$ cat config.mk
export PLATFORM = sky130hd
export DESIGN_NAME = microcode_sequencer
export DESIGN_NICKNAME = d
export VERILOG_FILES = /design/src/rtl/microcode_sequencer.sv
export SDC_FILE = /design/constraint.sdc
export NUM_CORES = 1
export LEC_CHECK = 0
export CORE_MARGIN = 3
export CORE_UTILIZATION = 30
export CTS_CLUSTER_SIZE = 20
export DETAILED_ROUTE_END_ITERATION = 6
export MAX_ROUTING_LAYER = met4
export PLACE_DENSITY_LB_ADDON = 0.15
export SETUP_SLACK_MARGIN = 0.02
export SYNTH_ARGS = -nofsm -noshare
export SYNTH_HDL_FRONTEND = slang
export SYNTH_SLANG_ARGS = --single-unit
$ cat constraint.sdc
create_clock -name clk_i -period 3.3 [get_ports clk_i]
set_input_delay 0.33 -clock clk_i [delete_from_list [all_inputs] [get_ports clk_i]]
set_output_delay 0.33 -clock clk_i [all_outputs]
set_load 0.02 [all_outputs]
$ cat src/rtl/microcode_sequencer.sv
// Sequencer state behind the microcode address {cond_var, opcode, count}.
// Optional MICROCODE_SEQ_IRQ_SYNC_EN adds a 2-flop synchroniser on interrupt_i ahead of the cond mux.
module microcode_sequencer #(
    parameter int                  OPCODE_W  = 6,
    parameter int                  COUNT_W   = 5,
    parameter logic [2:0]          IN_OPCODE = 3'd6,
    parameter logic [OPCODE_W-1:0] RESET_OP  = '0
) (
    input  logic                          clk_i,
    input  logic                          n_rst_i,
    input  logic                          n_booted_i,
    input  logic [2:0]                    in_plane_i,
    input  logic                          misc_plane_i,
    input  logic                          opcode_sel_i,
    input  logic [1:0]                    cond_var_sel_i,
    input  logic [31:0]                   bus_i,
    input  logic [OPCODE_W-1:0]           opword_opcode_i,
    input  logic                          mlu_zero_i,
    input  logic                          mlu_carry_i,
    input  logic                          mlu_negative_i,
    input  logic                          interrupt_i,
    output logic [OPCODE_W+COUNT_W:0]     addr_o,
    output logic                          overflow_o
);

    localparam logic [COUNT_W-1:0] COUNT_ONE = {{(COUNT_W-1){1'b0}}, 1'b1};

    logic [OPCODE_W-1:0] opcode_q, opcode_d;
    logic [COUNT_W-1:0]  count_q, count_d;
    logic                cond_q, cond_d;
    logic                overflow_q, overflow_d;
    logic                irq_src;
    logic                cond_src;

    // Only the low bus bits carry an opcode; the rest are intentionally ignored.
    logic unused_bus;
    assign unused_bus = ^bus_i[31:OPCODE_W];

`ifdef MICROCODE_SEQ_IRQ_SYNC_EN
    logic irq_meta_q, irq_sync_q;

    always_ff @(posedge clk_i or negedge n_rst_i) begin
        if (!n_rst_i) begin
            irq_meta_q <= 1'b0;
            irq_sync_q <= 1'b0;
        end else begin
            irq_meta_q <= interrupt_i;
            irq_sync_q <= irq_meta_q;
        end
    end

    assign irq_src = irq_sync_q;
`else
    assign irq_src = interrupt_i;
`endif

    always_comb begin
        cond_src = mlu_zero_i;
        case (cond_var_sel_i)
            2'd0:    cond_src = mlu_zero_i;
            2'd1:    cond_src = mlu_carry_i;
            2'd2:    cond_src = mlu_negative_i;
            default: cond_src = irq_src;
        endcase
    end

    always_comb begin
        opcode_d   = opcode_q;
        count_d    = count_q;
        cond_d     = cond_src;
        overflow_d = overflow_q;
        if (n_booted_i) begin
            opcode_d = RESET_OP;
            count_d  = '0;
            cond_d   = 1'b0;
        end else begin
            if (in_plane_i == IN_OPCODE) begin
                opcode_d = opcode_sel_i ? bus_i[OPCODE_W-1:0] : opword_opcode_i;
            end
            if (misc_plane_i) begin
                count_d = '0;
            end else if (count_q == {COUNT_W{1'b1}}) begin
                // Running off the end of a micro-program: fall back to the reset routine.
                count_d    = '0;
                opcode_d   = RESET_OP;
                overflow_d = 1'b1;
            end else begin
                count_d = count_q + COUNT_ONE;
            end
        end
    end

    always_ff @(posedge clk_i or negedge n_rst_i) begin
        if (!n_rst_i) begin
            opcode_q   <= RESET_OP;
            count_q    <= '0;
            cond_q     <= 1'b0;
            overflow_q <= 1'b0;
        end else begin
            opcode_q   <= opcode_d;
            count_q    <= count_d;
            cond_q     <= cond_d;
            overflow_q <= overflow_d;
        end
    end

    assign addr_o     = {cond_q, opcode_q, count_q};
    assign overflow_o = overflow_q;

endmodule

==> reports/results.txt <==
Outcome - finished clean
Most frequent CP cell - ha_1
CTS buffer count - 3
WP data arrival - 1.82 ns
Slowest-stage cell, CP - dfrtp_1
Congestion Overflow GR - 0
Share of layout cells above drive strength 1 - 0.0652
Non-filler instance count after layout - 117
GRT Resource Usage Total - 0.109
RSZ-0062 raised after global routing - false
Drt first pass iters - 1
Gp weighted congestion - 0.636
Die X - 51.5 um
TNS Setup - 0 ns
Fin nets - 147
CP max FO - 4
Placement Cell Area - 1010 um2
Final instance area - 1040 um2
Max_cap viols - 0
Starting Density - 0.338
Register bit count reported by yosys - 13
Least-Margin Pin Slew - 0.565 ns
RR Startpoint - count_q[0]$_DFF_PN0_
Htree depth - 1
Pin count of the biggest net entering global routing - 14
Post-place setup slack - 1.68 ns
Final worst setup slack - 1.68 ns
Vias in the first global route - 510
Antenna diode count - 0
Max Fclk - 617 MHz
Syn. warnings - 0
Final setup vio count - 0
Reg2reg end - count_q[3]$_DFF_PN0_
Initial DRC Count - 0
Core box area - 1840 um2
Critical Path Max Stage Delay - 0.41 ns
Placed cell count - 113
Tcrit/Tclk final - 0.491
Crit start category - flop
Top Ports - 65
Period minus WS final - 1.62 ns
Die Ht - 51.5 um
Post-Syn Area - 622 um2
ANT nets after route - 0
Mapped Cells - 53
Max-slew violations - 0
Initial antenna violation count - 0
Skew-Pair Late Insertion Delay - 0.27 ns
Root Driver - clkbuf_4
Count of unique library cells instantiated by Yosys - 19
DP HPWL - 1120 um
R2R Setup Slk - 1.68 ns
Max clock buf depth - 2
Syn_nets - 107
WL final - 1300 um
CTS tree - yes
Hold Buf Count CTS - 0
Clock sink count - 13
Final core occ - 0.564
Slew headroom - 0.622
Die area - 2660 um2
Port Buffers - 38
Hold Slack - 0.414 ns
Leak Pwr - 0.470 nW
Worst path required time - 3.50 ns
Row cnt - 15
Area grow syn2layout - 66.8%
HP Class - in2async
Routed via count - 530
Vias per inst - 4.53
CTS clk-pin slew, worst paths - 0.09 ns
Detailed-route DRC error count - 0
Final hold violations - 0
Post-cts gate resize count - 0
Critical path, cell by cell - ha_1 > and3_1 > ha_1 > or3_1 > nor2_1
Post-route total power - 336 uW
Post-synthesis sequential area ratio - 0.523
Peak supply drop - 0.146 mV
Layout Skew - 0.00957 ns
Global-route wire length before repair - 2120 um
Critical path class - reg2reg
Crit end category - flop
Post-CTS Setup Inserts - 0
Syn_area_per_cell - 11.7 um2
FF-to-FF path depth - 5
DR WL/cell - 11.1 um
PD cells - 324 nW/um2
[critical path, delay by kind of cell, from the launching register on]
kind	cells	cell delay, ns
flops	1	0.41
fa+ha+maj	2	0.43
simple gates	3	0.71
[sequential cells by signal (all words and copies together), names as in the netlist]
signal      cells
cond_q          1
opcode_q        6
overflow_o      1
count_q         5
[power by group]
part | internal, mW | switching, mW | total, mW
registers | 0.165 | 0.00315 | 0.168
logic | 0.0455 | 0.0264 | 0.0718
clock network | 0.0448 | 0.0513 | 0.0961
[cell usage after synthesis]
library cell,count,share of area
a21o_1,2,0.024
a211oi_1,6,0.072
and2_1,2,0.020
mux2i_1,6,0.097
buf_2,1,0.0080
xnor2_1,1,0.014
buf_4,1,0.012
buf_6,1,0.018
and3_1,1,0.010
ha_1,2,0.040
nand3_1,1,0.0080
inv_1,1,0.0060
and3b_2,1,0.016
nor2_1,10,0.060
xor2_1,1,0.014
dfrtp_1,13,0.52
nor2b_1,1,0.010
or3_1,1,0.010
mux4_2,1,0.036
[area by class of cell]
cell class | instances | area (um2)
sequential | 13 | 325
tap | 25 | 31.3
clock buffer | 3 | 22.5
inverter | 1 | 3.75
clock inverter | 1 | 5.00
multi-input combinational | 36 | 269
timing repair buffer | 38 | 380
fill | 190 | 802
[worst max-delay path by stage]
stage                          from                   end  slack [ns]  cells after the start
2_1_floorplan  count_q[0]$_DFF_PN0_  count_q[2]$_DFF_PN0_        1.69                      5
6_report       count_q[0]$_DFF_PN0_  count_q[3]$_DFF_PN0_        1.68                      5
4_1_cts        count_q[0]$_DFF_PN0_  count_q[3]$_DFF_PN0_        1.67                      5
5_1_grt        count_q[0]$_DFF_PN0_  count_q[3]$_DFF_PN0_        1.60                      5
3_5_place_dp   count_q[0]$_DFF_PN0_  count_q[3]$_DFF_PN0_        1.68                      5
3_3_place_gp   count_q[0]$_DFF_PN0_  count_q[3]$_DFF_PN0_        1.70                      5
[routing by layer]
metal  vias to the layer above  GRT usage  wire (um)
li1                        263          -          -
met3                         2     0.0458        137
met1                       240      0.107        496
met2                        25      0.199        661
met5                         -          -          0
met4                         0     0.0262          5
[logic make-up (layout without fill, tap and decap cells)]
kind of cell    count (synthesis)  count (layout)  share of synthesized area
xor+xnor                        2               2                     0.0282
flops                          13              13                      0.523
buf+inv                         4              43                     0.0443
compound gates                  8               8                     0.0966
simple gates                   17              17                      0.135
mux                             7               7                      0.133
fa+ha+maj                       2               2                     0.0402
[cell usage in the layout (no fill, tap or decap)]
master / Yosys / routed
nand3_1: 1 / 1
mux2i_1: 6 / 6
and3_1: 1 / 1
a211oi_1: 6 / 6
nor2_1: 10 / 10
nor2b_1: 1 / 1
inv_1: 1 / 1
clkbuf_4: 0 / 3
mux4_2: 1 / 1
dfrtp_1: 13 / 13
xor2_1: 1 / 1
or3_1: 1 / 1
and3b_2: 1 / 1
a21o_1: 2 / 2
clkdlybuf4s50_1: 0 / 38
clkinv_2: 0 / 1
and2_1: 2 / 2
xnor2_1: 1 / 1
ha_1: 2 / 2
Note: power is estimated with default switching activity, not from simulation.
